$ cat src/rtl/rs_pkg.sv
// Shared reservation-station / CDB definitions: tag encoding, CDB source map
// and the broadcast payload layout.
package rs_pkg;

    localparam int unsigned ROB_WIDTH      = 4;
    localparam int unsigned CDB_DATA_WIDTH = 32;

    // Tag 0 marks "no dependency" and never appears on the CDB.
    localparam logic [ROB_WIDTH-1:0] TAG_NONE = '0;

    localparam int unsigned NUM_CDB_SRC   = 3;
    localparam int unsigned CDB_SRC_ALU   = 0;
    localparam int unsigned CDB_SRC_LOAD  = 1;
    localparam int unsigned CDB_SRC_STORE = 2;

    typedef struct packed {
        logic [ROB_WIDTH-1:0]      tag;
        logic [CDB_DATA_WIDTH-1:0] value;
    } cdb_entry_t;

    // True when a tag names a real ROB entry.
    function automatic logic is_real_tag(input logic [ROB_WIDTH-1:0] tag);
        return tag != TAG_NONE;
    endfunction

endpackage

$ cat src/rtl/cdb_src_fifo.sv
// Two-entry result buffer for one CDB producer. The caller only pushes when
// count < 2 and only pops when count > 0; both are re-checked here so the
// pointers can never run past each other.
module cdb_src_fifo #(
    parameter int unsigned W = 36
) (
    input  logic         clk_in,
    input  logic         rst_n,
    input  logic         i_push,
    input  logic         i_pop,
    input  logic         i_flush,
    input  logic [W-1:0] i_data,
    output logic [1:0]   o_count,
    output logic [W-1:0] o_head
);

    logic [W-1:0] r_mem [2];
    logic         r_wr_ptr;
    logic         r_rd_ptr;
    logic [1:0]   r_count;

    logic         w_push;
    logic         w_pop;

    assign w_push = i_push && (r_count != 2'd2);
    assign w_pop  = i_pop  && (r_count != 2'd0);

    // Storage, pointers and occupancy; flush empties without touching data.
    always_ff @(posedge clk_in or negedge rst_n) begin
        if (!rst_n) begin
            r_mem[0] <= '0;
            r_mem[1] <= '0;
            r_wr_ptr <= 1'b0;
            r_rd_ptr <= 1'b0;
            r_count  <= 2'd0;
        end else if (i_flush) begin
            r_wr_ptr <= 1'b0;
            r_rd_ptr <= 1'b0;
            r_count  <= 2'd0;
        end else begin
            if (w_push) begin
                r_mem[r_wr_ptr] <= i_data;
                r_wr_ptr        <= ~r_wr_ptr;
            end
            if (w_pop) begin
                r_rd_ptr <= ~r_rd_ptr;
            end
            case ({w_push, w_pop})
                2'b10:   r_count <= r_count + 2'd1;
                2'b01:   r_count <= r_count - 2'd1;
                default: r_count <= r_count;
            endcase
        end
    end

    assign o_count = r_count;
    assign o_head  = r_mem[r_rd_ptr];

endmodule

$ cat src/rtl/cdb_arbiter.sv
// Common data bus arbiter: buffers results from each functional unit in a
// small per-source FIFO and broadcasts one per cycle, chosen round-robin.
// Optional build macro CDB_STATS_EN adds saturating broadcast/stall counters.
module cdb_arbiter #(
    parameter int unsigned NUM_SRC    = rs_pkg::NUM_CDB_SRC,
    parameter int unsigned ROB_WIDTH  = rs_pkg::ROB_WIDTH,
    parameter int unsigned DATA_WIDTH = rs_pkg::CDB_DATA_WIDTH
) (
    input  logic                          clk_in,
    input  logic                          rst_n,
    input  logic                          rdy_in,
    input  logic                          flush_in,
    input  logic [NUM_SRC-1:0]            src_valid,
    output logic [NUM_SRC-1:0]            src_ready,
    input  logic [NUM_SRC*ROB_WIDTH-1:0]  src_tag,
    input  logic [NUM_SRC*DATA_WIDTH-1:0] src_value,
    output logic                          cdb_valid,
    output logic [ROB_WIDTH-1:0]          cdb_tag,
    output logic [DATA_WIDTH-1:0]         cdb_value
`ifdef CDB_STATS_EN
    ,
    output logic [31:0]                   stat_bcast,
    output logic [31:0]                   stat_stall
`endif
);

    import rs_pkg::TAG_NONE;

    localparam int unsigned PTR_W = (NUM_SRC > 1) ? $clog2(NUM_SRC) : 1;
    localparam int unsigned ENT_W = ROB_WIDTH + DATA_WIDTH;

    logic                 w_active;
    logic [NUM_SRC-1:0]   w_ready;
    logic [NUM_SRC-1:0]   w_push;
    logic [NUM_SRC-1:0]   w_pop;
    logic [NUM_SRC-1:0]   w_nonempty;
    logic [NUM_SRC-1:0]   w_tag_ok;
    logic [1:0]           w_count [NUM_SRC];
    logic [ENT_W-1:0]     w_head  [NUM_SRC];

    logic                 w_found;
    logic [PTR_W-1:0]     w_gnt;
    logic [PTR_W-1:0]     w_idx;
    logic [ENT_W-1:0]     w_gnt_head;

    logic                 r_cdb_valid;
    logic [ROB_WIDTH-1:0] r_cdb_tag;
    logic [DATA_WIDTH-1:0] r_cdb_value;
    logic [PTR_W-1:0]     r_rr_ptr;

    // Pushes and pops only happen on enabled, non-flush edges.
    assign w_active = rdy_in && !flush_in;

    generate
        for (genvar gi = 0; gi < int'(NUM_SRC); gi++) begin : g_src
            assign w_tag_ok[gi]   = src_tag[gi*ROB_WIDTH +: ROB_WIDTH] != ROB_WIDTH'(TAG_NONE);
            // Ready follows registered occupancy only, never this cycle's grant.
            assign w_ready[gi]    = rst_n && (w_count[gi] < 2'd2);
            assign w_push[gi]     = w_active && src_valid[gi] && w_ready[gi] && w_tag_ok[gi];
            assign w_nonempty[gi] = w_count[gi] != 2'd0;

            cdb_src_fifo #(
                .W (ENT_W)
            ) u_fifo (
                .clk_in  (clk_in),
                .rst_n   (rst_n),
                .i_push  (w_push[gi]),
                .i_pop   (w_pop[gi]),
                .i_flush (rdy_in && flush_in),
                .i_data  ({src_tag[gi*ROB_WIDTH +: ROB_WIDTH],
                           src_value[gi*DATA_WIDTH +: DATA_WIDTH]}),
                .o_count (w_count[gi]),
                .o_head  (w_head[gi])
            );

            // A producer handing over tag 0 is a pipeline bug; the push is dropped.
            a_no_tag_none : assert property (
                @(posedge clk_in) disable iff (!rst_n)
                (w_active && src_valid[gi] && w_ready[gi]) |-> w_tag_ok[gi]
            ) else $error("cdb_arbiter: source %0d pushed reserved tag 0", gi);
        end
    endgenerate

    assign src_ready = w_ready;

    // Round-robin scan starting just after the last winner.
    always_comb begin
        w_found    = 1'b0;
        w_gnt      = r_rr_ptr;
        w_idx      = '0;
        w_gnt_head = '0;
        w_pop      = '0;
        for (int unsigned k = 1; k <= NUM_SRC; k++) begin
            w_idx = PTR_W'((32'(r_rr_ptr) + k) % NUM_SRC);
            if (!w_found && w_nonempty[w_idx]) begin
                w_found      = 1'b1;
                w_gnt        = w_idx;
                w_gnt_head   = w_head[w_idx];
                w_pop[w_idx] = w_active;
            end
        end
    end

    // Broadcast register and round-robin pointer; flush beats grant.
    always_ff @(posedge clk_in or negedge rst_n) begin
        if (!rst_n) begin
            r_cdb_valid <= 1'b0;
            r_cdb_tag   <= '0;
            r_cdb_value <= '0;
            r_rr_ptr    <= PTR_W'(NUM_SRC - 1);
        end else if (rdy_in) begin
            if (flush_in) begin
                r_cdb_valid <= 1'b0;
            end else if (w_found) begin
                r_cdb_valid <= 1'b1;
                r_cdb_tag   <= w_gnt_head[ENT_W-1 -: ROB_WIDTH];
                r_cdb_value <= w_gnt_head[DATA_WIDTH-1:0];
                r_rr_ptr    <= w_gnt;
            end else begin
                r_cdb_valid <= 1'b0;
            end
        end
    end

    assign cdb_valid = r_cdb_valid;
    assign cdb_tag   = r_cdb_tag;
    assign cdb_value = r_cdb_value;

`ifdef CDB_STATS_EN
    logic [31:0] r_stat_bcast;
    logic [31:0] r_stat_stall;
    logic        w_stall;

    assign w_stall = |(src_valid & ~w_ready);

    // Saturating activity counters; flush does not clear them.
    always_ff @(posedge clk_in or negedge rst_n) begin
        if (!rst_n) begin
            r_stat_bcast <= '0;
            r_stat_stall <= '0;
        end else if (rdy_in) begin
            if (!flush_in && w_found && (r_stat_bcast != '1)) begin
                r_stat_bcast <= r_stat_bcast + 32'd1;
            end
            if (w_stall && (r_stat_stall != '1)) begin
                r_stat_stall <= r_stat_stall + 32'd1;
            end
        end
    end

    assign stat_bcast = r_stat_bcast;
    assign stat_stall = r_stat_stall;
`endif

endmodule

$ cat config.mk
export PLATFORM = sky130hd
export DESIGN_NAME = cdb_arbiter
export DESIGN_NICKNAME = d
export VERILOG_FILES = /design/src/rtl/rs_pkg.sv /design/src/rtl/cdb_src_fifo.sv /design/src/rtl/cdb_arbiter.sv
export SDC_FILE = /design/constraint.sdc
export NUM_CORES = 1
export LEC_CHECK = 0
export ABC_AREA = 1
export BUFFER_PORTS_ARGS = -buffer_cell sky130_fd_sc_hd__buf_4
export CORE_MARGIN = 4
export CORE_UTILIZATION = 39
export CTS_CLUSTER_DIAMETER = 60
export DETAILED_ROUTE_END_ITERATION = 12
export GPL_ROUTABILITY_DRIVEN = 1
export SYNTH_ARGS = -nofsm -noshare
export SYNTH_HDL_FRONTEND = slang
export SYNTH_HIERARCHICAL = 1
export SYNTH_SLANG_ARGS = --single-unit
$ cat constraint.sdc
create_clock -name clk_in -period 6.3 [get_ports clk_in]
set_clock_uncertainty 0.2 [all_clocks]
set_input_delay 0 -clock clk_in [delete_from_list [all_inputs] [get_ports clk_in]]
set_output_delay 0 -clock clk_in [all_outputs]
set_load 0.05 [all_outputs]
==> Word level (Yosys, flattened, before mapping) <==
Index checks and enable logic that the tools add are counted.
Widths: inputs -> output; s select.
{ "totals": {"output_inout_bits": 40, "elab_cells": 204, "input_bits": 115, "ff_bits": 267} }
{ "classes": {"addsub": 9, "div_mod_pow": 3, "n_eq_ne": 9, "reduce_logical": 52, "magnitude_cmp": 21, "n_mux": 73, "bitwise": 18} }
{ "ops": {"columns": ["operator", "count"], "rows": [
  ["$mux 36", 21],
  ["$bmux 36 s2", 3],
  ["$bwmux 72", 3],
  ["$demux 36 s1", 3],
  ["$mod 32x2->32 const B", 3],
  ["$logic_and 1x1->1", 28],
  ["$mux 1", 23],
  ["$reduce_bool 2->1", 9],
  ["$ge 2x2->1 const B", 6],
  ["$mux 2", 6],
  ["$not 1->2", 6],
  ["$pmux 2 s2", 3],
  ["$reduce_bool 3->1", 4],
  ["$reduce_bool 4->1", 3],
  ["$ge 3x3->1 const B", 3],
  ["$lt 2x3->1 const B", 3],
  ["$mux 3", 3],
  ["$not 2->3", 3],
  ["$not 1->1", 8],
  ["$add 2x1->2 const B", 3],
  ["$add 2x2->3 const B", 2],
  ["$bmux 1 s2", 3],
  ["$bwmux 3", 2],
  ["$demux 1 s2", 3],
  ["13 further kinds", 31]
]} }

==> Depth between registers and ports, before layout <==
Gate-level depths: netlist of run 1.
{ "depth": {"word_depth": 16, "ltp_mapped": 20, "mapped_depth_nobuf": 18} }

==> Cells and area by module <==
Netlist of run 1, hierarchy kept.
{ "by_module_without_submodules": {"columns": ["module", "cells_each", "area_per_inst_um2", "seq_area_each_um2", "instances"], "rows": [
  ["cdb_src_fifo", 417, 3552.2, 1901.8, 3],
  ["cdb_arbiter", 896, 4936.0, 977.2, 1]
]} }

==> Worst setup path before layout of run 1 <==
Ideal clock, no wire load.
{ "synth_path": {"kind": "register to register", "startpoint": "register r_rr_ptr[1]", "endpoint": "register g_src[1].u_fifo.r_count[1]", "path_buffers": 2, "required_time_ns": 5.970, "path_slack_ns": 3.606, "setup_ns": 0.130, "synth_period_minus_slack_ns": 2.694, "stages_incl_launch_ff": 19, "arrival_time_ns": 2.363, "path_cell_list": "dfstp_2 inv_1 ha_1 buf_4 inv_2 nor2_1 nand2_1 inv_1 nor2_2 buf_2 nand2_1 o21ai_0 a21oi_1 nor2_1 inv_1 nor2_1 nor2_1 nor2_1 o21ai_0"} }
{ "synth_via": {"elab_chain_len": 16, "elab_cells_between_ends": 45, "cone_classes": "add/sub (3); div (3); order compare (6); eq/ne (2); mux (21); bitwise (1); reduce/logical (9)"} }
{ "synth_lines": {"columns": ["element", "line_no", "text"], "rows": [
  ["from (decl)", "cdb_arbiter.sv:49", "logic [PTR_W-1:0] r_rr_ptr;"],
  ["from (signal assigned)", "cdb_arbiter.sv:110", "r_rr_ptr <= PTR_W'(NUM_SRC - 1);"],
  ["from (signal assigned)", "cdb_arbiter.sv:118", "r_rr_ptr <= w_gnt;"],
  ["$add 2x1->3", "cdb_arbiter.sv:94", "w_idx = PTR_W'((32'(r_rr_ptr) + k) % NUM_SRC);"],
  ["$mod 32x2->32", "cdb_arbiter.sv:94", null],
  ["$lt 2x3->1 (not written as such) / $ge 2x1->1 (equally long branches)", "cdb_arbiter.sv:99", "w_pop[w_idx] = w_active;"],
  ["$logic_and 1x1->1 (not written as such)", "cdb_arbiter.sv:99", null],
  ["$mux 1 (not written as such)", "cdb_arbiter.sv:99", null],
  ["$demux 1 s2", "cdb_arbiter.sv:99", null],
  ["$and 3x3->3 (no line)", null, null],
  ["$mux 3", "cdb_arbiter.sv:95", "if (!w_found && w_nonempty[w_idx]) begin"],
  ["$bwmux 3", "cdb_arbiter.sv:99", null],
  ["$mux 3", "cdb_arbiter.sv:95", null],
  ["$bwmux 3", "cdb_arbiter.sv:99", null],
  ["$mux 3 (*)", "cdb_arbiter.sv:95", null],
  ["named net w_pop[1]", "cdb_arbiter.sv:35", "logic [NUM_SRC-1:0] w_pop;"],
  ["$logic_and 1x1->1 (*)", "cdb_src_fifo.sv:26", "assign w_pop = i_pop && (r_count != 2'd0);"],
  ["$eq 2x1->1 / $eq 2x2->1 (equally long branches)", "cdb_src_fifo.sv:48", "case ({w_push, w_pop})"],
  ["$pmux 2 s2", "cdb_src_fifo.sv:48", null],
  ["$mux 2", "cdb_src_fifo.sv:36", "end else if (i_flush) begin"],
  ["to (signal assigned)", "cdb_src_fifo.sv:49", "2'b10: r_count <= r_count + 2'd1;"],
  ["to (signal assigned)", "cdb_src_fifo.sv:50", "2'b01: r_count <= r_count - 2'd1;"],
  ["to (signal assigned)", "cdb_src_fifo.sv:51", "default: r_count <= r_count;"],
  ["to (decl)", "cdb_src_fifo.sv:20", "logic [1:0] r_count;"]
]} }
Mark *: on every way through the listed nets, which the timed path passes. The rest lies on a longest branch. The select of a mux whose other input is x is not followed.
A chain may end at the register's enable or synchronous reset.

==> Worst setup path after layout of run 1 <==
{ "layout_path": {"startpoint": "register r_rr_ptr[1]", "endpoint": "register g_src[0].u_fifo.r_count[1]"} }
{ "layout_via": {"elab_chain_len": 16, "elab_cells_between_ends": 45, "cone_classes": "add/sub (3); div (3); order compare (6); eq/ne (2); mux (21); bitwise (1); reduce/logical (9)"} }
{ "layout_lines": {"columns": ["element", "line_no"], "rows": [
  ["$add 2x1->3", "cdb_arbiter.sv:94"],
  ["$mod 32x2->32", "cdb_arbiter.sv:94"],
  ["$lt 2x3->1 (not written as such) / $ge 2x1->1 (equally long branches)", "cdb_arbiter.sv:99"],
  ["$logic_and 1x1->1 (not written as such)", "cdb_arbiter.sv:99"],
  ["$mux 1 (not written as such)", "cdb_arbiter.sv:99"],
  ["$demux 1 s2", "cdb_arbiter.sv:99"],
  ["$and 3x3->3 (no line)", null],
  ["$mux 3", "cdb_arbiter.sv:95"],
  ["$bwmux 3", "cdb_arbiter.sv:99"],
  ["$mux 3", "cdb_arbiter.sv:95"],
  ["$bwmux 3", "cdb_arbiter.sv:99"],
  ["$mux 3 (*)", "cdb_arbiter.sv:95"],
  ["named net w_pop[0]", "cdb_arbiter.sv:35"],
  ["$logic_and 1x1->1 (*)", "cdb_src_fifo.sv:26"],
  ["$eq 2x1->1 / $eq 2x2->1 (equally long branches)", "cdb_src_fifo.sv:48"],
  ["$pmux 2 s2", "cdb_src_fifo.sv:48"],
  ["$mux 2", "cdb_src_fifo.sv:36"],
  ["to (signal assigned)", "cdb_src_fifo.sv:49"],
  ["to (signal assigned)", "cdb_src_fifo.sv:50"],
  ["to (signal assigned)", "cdb_src_fifo.sv:51"],
  ["to (decl)", "cdb_src_fifo.sv:20"]
]} }
Marks and branches as above.

==> results of run 1 <==
## state kept, by name, indices dropped and copies added (netlist names)
signal	cells
g_src.u_fifo/r_mem	216
r_rr_ptr	2
g_src.u_fifo/r_wr_ptr	3
g_src.u_fifo/o_count	6
cdb_valid	1
cdb_tag	4
g_src.u_fifo/r_rd_ptr	3
cdb_value	32
## metal layers
layer | track usage [%] | vias to the layer above | wire length, um
met4 | 8.584 | 0 | 1916
met5 | 0 | - | 0
met1 | 30.16 | 6794 | 20890
met3 | 2.681 | 83 | 2670
met2 | 34.20 | 474 | 22210
li1 | - | 7219 | -
## cell families (layout without fill, tap and decap cells)
logic type	count (synthesis)	after routing	synth area share (%)
flip-flops	267	267	42.86
adder cells (fa/ha/maj)	4	4	0.3210
AND/OR/NAND/NOR	956	956	24.74
AO/OA/AOI/OAI	526	526	20.12
buffers and inverters	394	607	11.96
## stage by stage
stage	area, um^2	hold WS [ns]	cells
floorplan	15590	-0.4956	2147
global placement	16700	-0.3228	2703
detailed placement	16700	-0.3211	2703
CTS	18960	0.05033	2878
global route	18960	0.09151	2878
finish	18960	0.07570	2878
## critical path, stage by stage (launching register included)
cell and delay (ns):
sky130_fd_sc_hd__dfstp_2 0.57, sky130_fd_sc_hd__inv_1 0.08, sky130_fd_sc_hd__ha_1 0.18, sky130_fd_sc_hd__buf_4 0.29
sky130_fd_sc_hd__inv_2 0.09, sky130_fd_sc_hd__buf_4 0.57, sky130_fd_sc_hd__nor2_1 0.08, sky130_fd_sc_hd__nand2_1 0.12
sky130_fd_sc_hd__nand3_1 0.08, sky130_fd_sc_hd__buf_4 0.29, sky130_fd_sc_hd__nor2_2 0.82, sky130_fd_sc_hd__nand2_1 0.24
sky130_fd_sc_hd__inv_1 0.15, sky130_fd_sc_hd__a21oi_1 0.07, sky130_fd_sc_hd__nor2_1 0.09, sky130_fd_sc_hd__inv_1 0.05
sky130_fd_sc_hd__nor2_1 0.25, sky130_fd_sc_hd__nand2_1 0.11, sky130_fd_sc_hd__nand2_1 0.07, sky130_fd_sc_hd__nor2_1 0.06
sky130_fd_sc_hd__o21ai_0 0.21
## area by class of cell
cell class / instances / area [um^2] / area share (%)
Tap cell: 518 / 648.1 / 3.419
Multi-Input combinational cell: 1486 / 7068 / 37.29
Clock buffer: 48 / 977.2 / 5.155
Sequential cell: 267 / 6683 / 35.25
Clock inverter: 8 / 81.33 / 0.4290
Timing Repair Buffer: 295 / 2530 / 13.35
Inverter: 256 / 968.4 / 5.109
## final timing paths
path / startpoint / end / slack (ns) / cells past startpoint
setup / recovery: r_rr_ptr[1]$_DFFE_PN1P_ / g_src[0].u_fifo/o_count[1]$_DFFE_PN0P_ / 1.48 / 20
hold / removal: src_value[65] / g_src[2].u_fifo/r_mem[1]$_DFFE_PN0P_ / 0.08 / 4
setup reg to reg: r_rr_ptr[1]$_DFFE_PN1P_ / g_src[0].u_fifo/o_count[1]$_DFFE_PN0P_ / 1.48 / 20
hold reg to reg: g_src[1].u_fifo/r_mem[1]$_DFFE_PN0P_ / g_src[1].u_fifo/r_mem[1]$_DFFE_PN0P_ / 0.28 / 2
max in group asynchronous: rst_n / g_src[0].u_fifo/r_mem[68]$_DFFE_PN0P_ / 3.53 / 5
min in group asynchronous: rst_n / g_src[2].u_fifo/r_mem[3]$_DFFE_PN0P_ / 0.40 / 4
## report_power, final
group / internal (W) / switching, W / total [W]
combinational: 0.00157 / 0.00369 / 0.00526
clock: 0.00112 / 0.000733 / 0.00186
sequential: 0.00227 / 0.000334 / 0.00260
total: 0.00497 / 0.00475 / 0.00972
## cells in the final DEF (no fill, tap or decap), types with 7 or more instances in the layout
master                          count
sky130_fd_sc_hd__a21oi_1           79
sky130_fd_sc_hd__nand3_1          130
sky130_fd_sc_hd__nand2_1          777
sky130_fd_sc_hd__dfrtp_1          266
sky130_fd_sc_hd__o211ai_1          36
sky130_fd_sc_hd__o21ai_0          244
sky130_fd_sc_hd__clkbuf_1          10
sky130_fd_sc_hd__buf_4            175
sky130_fd_sc_hd__inv_2              7
sky130_fd_sc_hd__o21ai_2          109
sky130_fd_sc_hd__nor2_1            32
sky130_fd_sc_hd__inv_1            243
sky130_fd_sc_hd__o21ai_1           55
sky130_fd_sc_hd__dlygate4sd3_1    118
sky130_fd_sc_hd__clkbuf_16         37
## what timing repair did
| item | in CTS | in global routing |
|---|---|---|
| setup buffers | 0 | 0 |
| gates resized for setup | 0 | 0 |
| endpoints found under the hold margin | 331 | 0 |
| hold buffers | 119 | 0 |
==> impl_metrics.json, run 1 <==
{
  "ctsLongestPathBuffers": 3,
  "final_layout_size_suffix_gt1_share_pct": 15.21,
  "buffer_ports.inserted": 154,
  "timing_worst_setup_path_type": "flop to flop",
  "power_density_nw_per_um2": 512.9,
  "dpl_worst_slack_ns": 1.571,
  "synth_common_cells": "sky130_fd_sc_hd__nand2_1 (777), sky130_fd_sc_hd__dfrtp_1 (266), sky130_fd_sc_hd__o21ai_0 (244)",
  "floorplan.core_area_um2": 39100,
  "worst_ir_drop_vdd_uv": 347.1,
  "endpoint_kind": "flop",
  "clock_tree.root_cell": "sky130_fd_sc_hd__clkbuf_16",
  "critPathLaunchType": "flop",
  "netlist-cell-type-count": 28,
  "overflow": 0,
  "synth_fp_nets": 2266,
  "count_of_flip_flops_with_a_built_in_enable_after_synthesis": 0,
  "run_status": "completed",
  "total_power_w": 0.009722,
  "place.gp.congestion": 0.8718,
  "placementRows": 72,
  "finalSetupViolations": 0,
  "tns_ns": 0,
  "initial_utilization_pct": 39.88,
  "tritoncts": "done",
  "first_global_vias": 13750,
  "fin_util_pct": 48.48,
  "maxClockFrequency_ghz": 0.2074,
  "routed_wire_length_per_instance_um": 16.57,
  "seq_area_frac_synth_pct": 42.86,
  "timing.critical_path.required_ns": 6.52,
  "synth_area_leader_cell": "sky130_fd_sc_hd__dfrtp_1",
  "timing.final.max_slew_violations": 0,
  "i_o_pins": 155,
  "cts.sink_count": 267,
  "finish.net_count": 2459,
  "drt-initial-drc-count": 1435,
  "routed_via_density": 5.063,
  "finalHoldViolations": 0,
  "detailedRoute.firstPassIterationCount": 5,
  "syn2layout_area_growth_pct": 21.57,
  "setup_slack_ns": 1.478,
  "synth_most_common_cell": "sky130_fd_sc_hd__nand2_1",
  "design.die.area_um2": 43240,
  "floorplan.die.height_um": 208.0,
  "cts-buffers-inserted": 34,
  "synth-async-reset-ratio_pct": 100.0,
  "yosys_warnings": 6,
  "cp_max_fo": 75,
  "detailed_place_hpwl_mm": 31.15,
  "p_leak_nw": 9.602,
  "seq_cells_post_synth": 267,
  "setup_repair_after_global_routing_missed_its_margin": "no",
  "antenna_cells_inserted": 0,
  "synthFlopType": "sky130_fd_sc_hd__dfrtp_1",
  "holdCritPathClass": "primary input to flop",
  "fillers": 3876,
  "mean_instance_size_in_the_synthesized_netlist_um2": 7.262,
  "timing.final.crit_period_ns": 4.822,
  "timing.final.crit_share_pct": 76.53,
  "largest_net_degree_at_the_start_of_global_routing": 114,
  "remaining_routing_drc_violations": 0,
  "total_vias_in_the_final_route": 14570,
  "crit_arrival_ns": 5.04,
  "die_width_um": 208.0,
  "cts_max_level": 2,
  "antenna_found_initial": 0,
  "grt_pass1_wl_mm": 75.88,
  "clock_insertion_delay_worst_skew_ns": 0.53,
  "maxCapViolations": 0,
  "tightestPinTransition_ns": 1.193,
  "drtAntennaViolNets": 0,
  "grt_use_total_pct": 21.54,
  "detail_route.wirelength_mm": 47.69,
  "number_of_cells_produced_by_synthesis": 2147,
  "max-slew-margin-rel_pct": 20.47,
  "synth_area_leaders": "sky130_fd_sc_hd__dfrtp_1 (43%), sky130_fd_sc_hd__nand2_1 (19%), sky130_fd_sc_hd__o21ai_0 (7.8%)",
  "synth_top_area_share_pct": 42.69,
  "syn-cell-area_um2": 15590,
  "cts.reportedPaths.clkPinSlew_ns": 0.05
}
Note: power is estimated with default switching activity, not from simulation.
==> run 2, diff against run 1 <==
==> constraint.sdc (replaced) <==
create_clock -name clk_in -period 4.4 [get_ports clk_in]
set_clock_uncertainty 0.2 [all_clocks]
set_input_delay 0 -clock clk_in [delete_from_list [all_inputs] [get_ports clk_in]]
set_output_delay 0 -clock clk_in [all_outputs]
set_load 0.05 [all_outputs]
==> run 2 against run 1 <==
Effect of this change:
- sequential share of layout area is 0.13 points lower
- final area is 0.37% higher
- register-to-register slack worse by 0.51 ns
- global-route usage is 0.43 points higher
- maximum frequency is 41% higher
- setup slack worse by 0.51 ns
- non-clock buffer count is 1 higher
- combinational power is 43% higher
- flip-flop and latch count stayed put
- critical endpoint is now g_src[2].u_fifo/o_count[1]$_DFFE_PN0P_
- largest cell class unchanged
- highest routed layer unchanged
==> impl_metrics.json, run 2 (synthesis results as in run 1) <==
{
  "buffer_ports.inserted": 154,
  "cts.sink_count": 267,
  "worstSetupEndpoint": "g_src[2].u_fifo/o_count[1]$_DFFE_PN0P_",
  "cts_max_level": 2,
  "routed_via_density": 5.107,
  "ctsLongestPathBuffers": 3,
  "design.die.area_um2": 43240,
  "register_with_the_highest_flop_count": "g_src.u_fifo/r_mem",
  "p_comb_share_pct": 53.3,
  "maxCapViolations": 0,
  "fin_util_pct": 48.66,
  "final_layout_size_suffix_gt1_share_pct": 15.61,
  "crit_arrival_ns": 3.61,
  "r2r_slack_ns": 0.97,
  "maxClockFrequency_ghz": 0.2915,
  "largest_register_ff_count": 216,
  "antenna_found_initial": 0,
  "power.net_switching_w": 0.006862,
  "syn2layout_area_growth_pct": 22.02,
  "placementRows": 72,
  "tritoncts": "done",
  "grt_pass1_wl_mm": 77.51,
  "i_o_pins": 155,
  "finalSetupViolations": 0,
  "tightestPinTransition_ns": 1.153,
  "die_width_um": 208.0,
  "detailed_place_hpwl_mm": 31.89,
  "regToRegEndpoint": "g_src[2].u_fifo/o_count[1]$_DFFE_PN0P_",
  "cts-buffers-inserted": 35,
  "endpoint_kind": "flop",
  "run_status": "completed",
  "worst_ir_drop_vdd_uv": 936.3,
  "cp_slowest_stage_delay_ns": 0.49,
  "clkPwrFrac_pct": 20.1,
  "place.gp.congestion": 0.8799,
  "power_density_nw_per_um2": 740.1,
  "critPathLaunchType": "flop",
  "drt-initial-drc-count": 1379,
  "most_common_cell_after_layout_fill_and_taps_aside": "sky130_fd_sc_hd__nand2_1",
  "met1_length_mm": 21.41,
  "clock_insertion_delay_worst_skew_ns": 0.51,
  "p_int_w": 0.007219,
  "cp_max_fo": 42,
  "seq_power_share_pct": 26.6,
  "holdCritPathClass": "primary input to asynchronous set/reset pin",
  "max-slew-margin-rel_pct": 22.43,
  "swShare_pct": 48.73,
  "timing_worst_setup_path_type": "flop to flop",
  "drtAntennaViolNets": 0,
  "finish.net_count": 2461,
  "floorplan.die.height_um": 208.0,
  "overflow": 0,
  "timing.final.crit_share_pct": 77.96,
  "critPathMostFrequentCell": "sky130_fd_sc_hd__nor2_1",
  "crit-reg2reg-launch": "r_rr_ptr[1]$_DFFE_PN1P_",
  "finalHoldViolations": 0,
  "detailedRoute.firstPassIterationCount": 7,
  "remaining_routing_drc_violations": 0,
  "timing.critical_path.required_ns": 4.58,
  "grt_use_total_pct": 21.97,
  "antenna_cells_inserted": 0,
  "cell_breakdown_of_the_critical_path": "inv_1 > ha_1 > buf_4 > nor2_1 > nand2_1 > nand2_1 > nor2_2 > buf_4 > nand3_1 > nand2_1 > o21a_1 > inv_1 > nor2_1 > nor2_1 > nor2_1 > o21ai_0",
  "initial_utilization_pct": 39.88,
  "timing.final.crit_period_ns": 3.430,
  "crit_path_start": "r_rr_ptr[1]$_DFFE_PN1P_",
  "clock_tree.root_cell": "sky130_fd_sc_hd__clkbuf_16",
  "total_vias_in_the_final_route": 14720,
  "routed_wire_length_per_instance_um": 17.03,
  "floorplan.core_area_um2": 39100,
  "highest_layer": "met4",
  "ff2ff_path_depth": 16,
  "dr_wl_met3_mm": 3.176,
  "setup_repair_after_global_routing_missed_its_margin": "no",
  "most_frequent_cells_in_the_layout": "sky130_fd_sc_hd__nand2_1 (777), sky130_fd_sc_hd__dfrtp_1 (266), sky130_fd_sc_hd__o21ai_0 (244)",
  "post_cts_resized": 0,
  "slowest_stage": "sky130_fd_sc_hd__buf_4",
  "tns_ns": 0,
  "p_leak_nw": 9.641,
  "timing.final.max_slew_violations": 0,
  "cts.reportedPaths.clkPinSlew_ns": 0.06,
  "met2WireLength_mm": 22.58,
  "first_global_vias": 14020,
  "largest_net_degree_at_the_start_of_global_routing": 110,
  "detail_route.wirelength_mm": 49.09
}
-- run 2: cell types whose count changed in the layout (fill, tap and decap cells not counted), sizes merged --
cell / previous run / this run
buf: 177 / 179
bufinv: 1 / 3
clkbuf: 48 / 44
clkinv: 7 / 10
clkinvlp: 1 / 2
dlygate4sd3: 118 / 117
inv: 255 / 256
-- run 2: metrics by stage --
stage | setup slack, ns | power (W) | std cells | cell area, um^2 | hold WS, ns
floorplan | 1.706 | 0.008939 | 2147 | 15590 | -0.4956
global placement | 1.156 | 0.01094 | 2706 | 16720 | 0.06746
detailed placement | 1.041 | 0.01110 | 2706 | 16720 | 0.07022
CTS | 1.013 | 0.01406 | 2882 | 19030 | 0.08316
global route | 0.6926 | 0.01517 | 2882 | 19030 | 0.1173
finish | 0.9697 | 0.01408 | 2882 | 19030 | 0.09187
-- run 2: final cells by class --
| cell class | count | area (um^2) |
|---|---|---|
| well taps | 518 | 648.1 |
| flip-flops and latches | 267 | 6683 |
| multi-input cells | 1486 | 7068 |
| clock buffers | 44 | 949.7 |
| repair buffers | 296 | 2522 |
| fillers | 3868 | 20070 |
| inverters | 256 | 968.4 |
| clock inverters | 15 | 186.4 |
-- run 2: worst min-delay path by stage --
stage | start | to | slack, ns | cells after the start
after floorplan | rst_n | cdb_tag[0]$_DFFE_PN0P_ | -0.50 | 0
after global placement | rst_n | g_src[1].u_fifo/r_mem[7]$_DFFE_PN0P_ | 0.07 | 2
after detailed placement | src_value[76] | g_src[2].u_fifo/r_mem[12]$_DFFE_PN0P_ | 0.07 | 3
after CTS | src_value[65] | g_src[2].u_fifo/r_mem[1]$_DFFE_PN0P_ | 0.08 | 4
after global routing | src_value[79] | g_src[2].u_fifo/r_mem[15]$_DFFE_PN0P_ | 0.12 | 4
final | rst_n | g_src[2].u_fifo/r_mem[37]$_DFFE_PN0P_ | 0.09 | 3
-- run 2: layer usage --
layer,GRT usage (%),vias to the layer above
met5,0,-
met4,8.222,0
met3,3.916,99
met2,34.63,472
met1,30.43,6908
li1,-,7238
-- run 2: worst max-delay path: cells and delay by family, from the launching register on --
kind                     cells  cell delay [ns]
AND/OR/NAND/NOR              9             1.20
buffers and inverters        4             1.08
flip-flops                   1             0.39
AO/OA/AOI/OAI                2             0.26
adder cells (fa/ha/maj)      1             0.18
-- run 2: timing repair --
action / in CTS / in global routing
hold buffers: 117 / 0
setup buffers: 0 / 0
endpoints found under the hold margin: 289 / 0
setup endpoints to repair: 0 / 0
-- run 2: power groups by stage --
| stage | registers (W) | clock network, W | logic (W) |
|---|---|---|---|
| CTS | 0.00374 | 0.00288 | 0.00744 |
| finish | 0.00374 | 0.00283 | 0.00751 |
| floorplan | 0.00397 | 0 | 0.00497 |
| global placement | 0.00375 | 0 | 0.00718 |
| global route | 0.00384 | 0.00298 | 0.00835 |
| detailed placement | 0.00377 | 0 | 0.00733 |
==> run 3, diff against run 2 <==
==> constraint.sdc (replaced) <==
create_clock -name clk_in -period 3.5 [get_ports clk_in]
set_clock_uncertainty 0.2 [all_clocks]
set_input_delay 0 -clock clk_in [delete_from_list [all_inputs] [get_ports clk_in]]
set_output_delay 0 -clock clk_in [all_outputs]
set_load 0.05 [all_outputs]
==> run 3 against run 2 <==
Effect of this change:
- the run now ends with hold timing left
- total power increased by 26%
- register-to-register slack got worse by 0.51 ns
- sequential share of layout area decreased by 0.12 points
- critical path type unchanged
- largest cell class unchanged
==> impl_metrics.json, run 3 (synthesis results as in run 1) <==
{
  "syn2layout_area_growth_pct": 22.45,
  "failing_checks": "hold timing",
  "timing.final.crit_period_ns": 3.040,
  "drt-initial-drc-count": 1443,
  "fillers": 3855,
  "i_o_pins": 155,
  "cts.reportedPaths.clkPinSlew_ns": 0.05,
  "die_width_um": 208.0,
  "register_with_the_highest_flop_count": "g_src.u_fifo/r_mem",
  "worstPathBufferInverterCount": 5,
  "endpoint_kind": "flop",
  "clock_tree.root_cell": "sky130_fd_sc_hd__clkbuf_16",
  "maxCapViolations": 0,
  "critPathLaunchType": "flop",
  "design.die.area_um2": 43240,
  "crit-reg2reg-launch": "r_rr_ptr[1]$_DFFE_PN1P_",
  "placed_instance_area_um2": 16820,
  "largest_net_degree_at_the_start_of_global_routing": 141,
  "worst_hold_slack_ns": -0.01861,
  "r2r_slack_ns": 0.46,
  "ctsHoldBuffers": 116,
  "detail_route.wirelength_mm": 49.02,
  "critical_path.top_delay_family": "simple AND/OR/NAND/NOR gates",
  "place.gp.congestion": 0.9213,
  "most_common_cell_after_layout_fill_and_taps_aside": "sky130_fd_sc_hd__nand2_1",
  "placed_cells": 2716,
  "detailed_place_hpwl_mm": 32.25,
  "antenna_found_initial": 0,
  "holdCritPathClass": "primary input to asynchronous set/reset pin",
  "postCtsSetupBuffers": 0,
  "max-slew-margin-rel_pct": 33.88,
  "floorplan.die.height_um": 208.0,
  "overflow": 0,
  "remaining_routing_drc_violations": 0,
  "tightestPinTransition_ns": 0.9918,
  "routed_via_density": 5.088,
  "finalSetupViolations": 0,
  "cp_slowest_stage_delay_ns": 0.57,
  "power_density_nw_per_um2": 931.7,
  "cts.sink_count": 267,
  "buffer_ports.inserted": 154,
  "timing.final.max_slew_violations": 0,
  "largest_register_ff_count": 216,
  "cp_max_fo": 32,
  "crit_arrival_ns": 3.24,
  "timing.final.crit_share_pct": 86.84,
  "worst_ir_drop_vdd_uv": 882.3,
  "p_leak_nw": 9.677,
  "total_vias_in_the_final_route": 14710,
  "post_cts_resized": 0,
  "cts-buffers-inserted": 35,
  "placementRows": 72,
  "regToRegEndpoint": "g_src[0].u_fifo/o_count[1]$_DFFE_PN0P_",
  "multiInputGateArea_um2": 7068,
  "setup_repair_after_global_routing_missed_its_margin": "no",
  "timing.critical_path.required_ns": 3.70,
  "run_status": "complete, but fails checks",
  "finish.net_count": 2470,
  "final_area_um2": 19090,
  "first_global_vias": 13960,
  "detailedRoute.firstPassIterationCount": 6,
  "ff2ff_path_depth": 15,
  "floorplan.core_area_um2": 39100,
  "final_cell_count_no_fill": 2891,
  "grt_use_total_pct": 22.25,
  "antenna_cells_inserted": 0,
  "cell_breakdown_of_the_critical_path": "inv_1 > ha_1 > inv_2 > buf_4 > nand2_1 > o21ai_2 > nand2_1 > inv_1 > a21oi_1 > nor2_1 > inv_1 > nor2_1 > nor2_1 > nor2_1 > o21ai_0",
  "tritoncts": "done",
  "final_layout_size_suffix_gt1_share_pct": 15.97,
  "slowest_stage": "sky130_fd_sc_hd__dfstp_2",
  "most_frequent_cells_in_the_layout": "sky130_fd_sc_hd__nand2_1 (777), sky130_fd_sc_hd__dfrtp_1 (266), sky130_fd_sc_hd__o21ai_0 (244)",
  "tns_ns": 0,
  "timing_worst_setup_path_type": "flop to flop",
  "layout.area.seq_um2": 6683,
  "finalHoldViolations": 16,
  "cts_max_level": 2,
  "grt_pass1_wl_mm": 78.08,
  "routed_wire_length_per_instance_um": 16.95,
  "clock_insertion_delay_worst_skew_ns": 0.53,
  "maxClockFrequency_ghz": 0.3290,
  "critPathMostFrequentCell": "sky130_fd_sc_hd__nor2_1",
  "ctsLongestPathBuffers": 3,
  "initial_utilization_pct": 39.88,
  "drtAntennaViolNets": 0
}
[run 3: routing by layer]
metal	wire (um)	track usage (%)	part of all wire, %
met4	2128	8.947	4.3
met1	21770	31.40	44
met2	22280	34.80	45
met3	2842	3.043	5.8
met5	0	0	0
[run 3: worst max-delay path by stage]
| stage | startpoint | end | cells after the start |
|---|---|---|---|
| floorplan | r_rr_ptr[1]$_DFFE_PN1P_ | g_src[1].u_fifo/o_count[1]$_DFFE_PN0P_ | 18 |
| global placement | r_rr_ptr[1]$_DFFE_PN1P_ | g_src[1].u_fifo/o_count[1]$_DFFE_PN0P_ | 15 |
| detailed placement | r_rr_ptr[1]$_DFFE_PN1P_ | g_src[1].u_fifo/o_count[0]$_DFFE_PN0P_ | 17 |
| CTS | r_rr_ptr[1]$_DFFE_PN1P_ | g_src[1].u_fifo/o_count[0]$_DFFE_PN0P_ | 17 |
| global route | r_rr_ptr[1]$_DFFE_PN1P_ | g_src[1].u_fifo/o_count[1]$_DFFE_PN0P_ | 16 |
| finish | r_rr_ptr[1]$_DFFE_PN1P_ | g_src[0].u_fifo/o_count[1]$_DFFE_PN0P_ | 15 |
[run 3: power by group]
part           leakage (nW)  internal, W  switching, W  total (W)
clock network         0.535      0.00208       0.00139    0.00347
logic                  5.61      0.00292       0.00669    0.00961
registers              3.53      0.00409      0.000618    0.00470
total                  9.68      0.00908       0.00871     0.0178
[run 3: tightest hold or removal path, stage by stage]
cell                            delay, ns
sky130_fd_sc_hd__dlygate4sd3_1       0.56
sky130_fd_sc_hd__buf_8               0.10
sky130_fd_sc_hd__buf_4               0.54
[run 3: final cells by class]
class	count	area share, %
clock buffer	45	5.164
timing repair buffer	305	13.68
inverter	256	5.072
tap	518	3.394
multi-input combinational	1486	37.02
sequential	267	35.00
clock inverter	14	0.6684
[run 3: stage by stage]
stage	utilization [%]	worst slack (ns)	hold WS [ns]	total power, W
2_1_floorplan	-	0.8062	-0.4956	0.01124
3_3_place_gp	43.02	0.5780	-0.01556	0.01392
3_5_place_dp	43.02	0.5458	-0.008495	0.01412
4_1_cts	48.84	0.5041	0.01004	0.01776
5_1_grt	48.84	0.07783	0.07465	0.01919
6_report	48.84	0.4605	-0.01861	0.01779
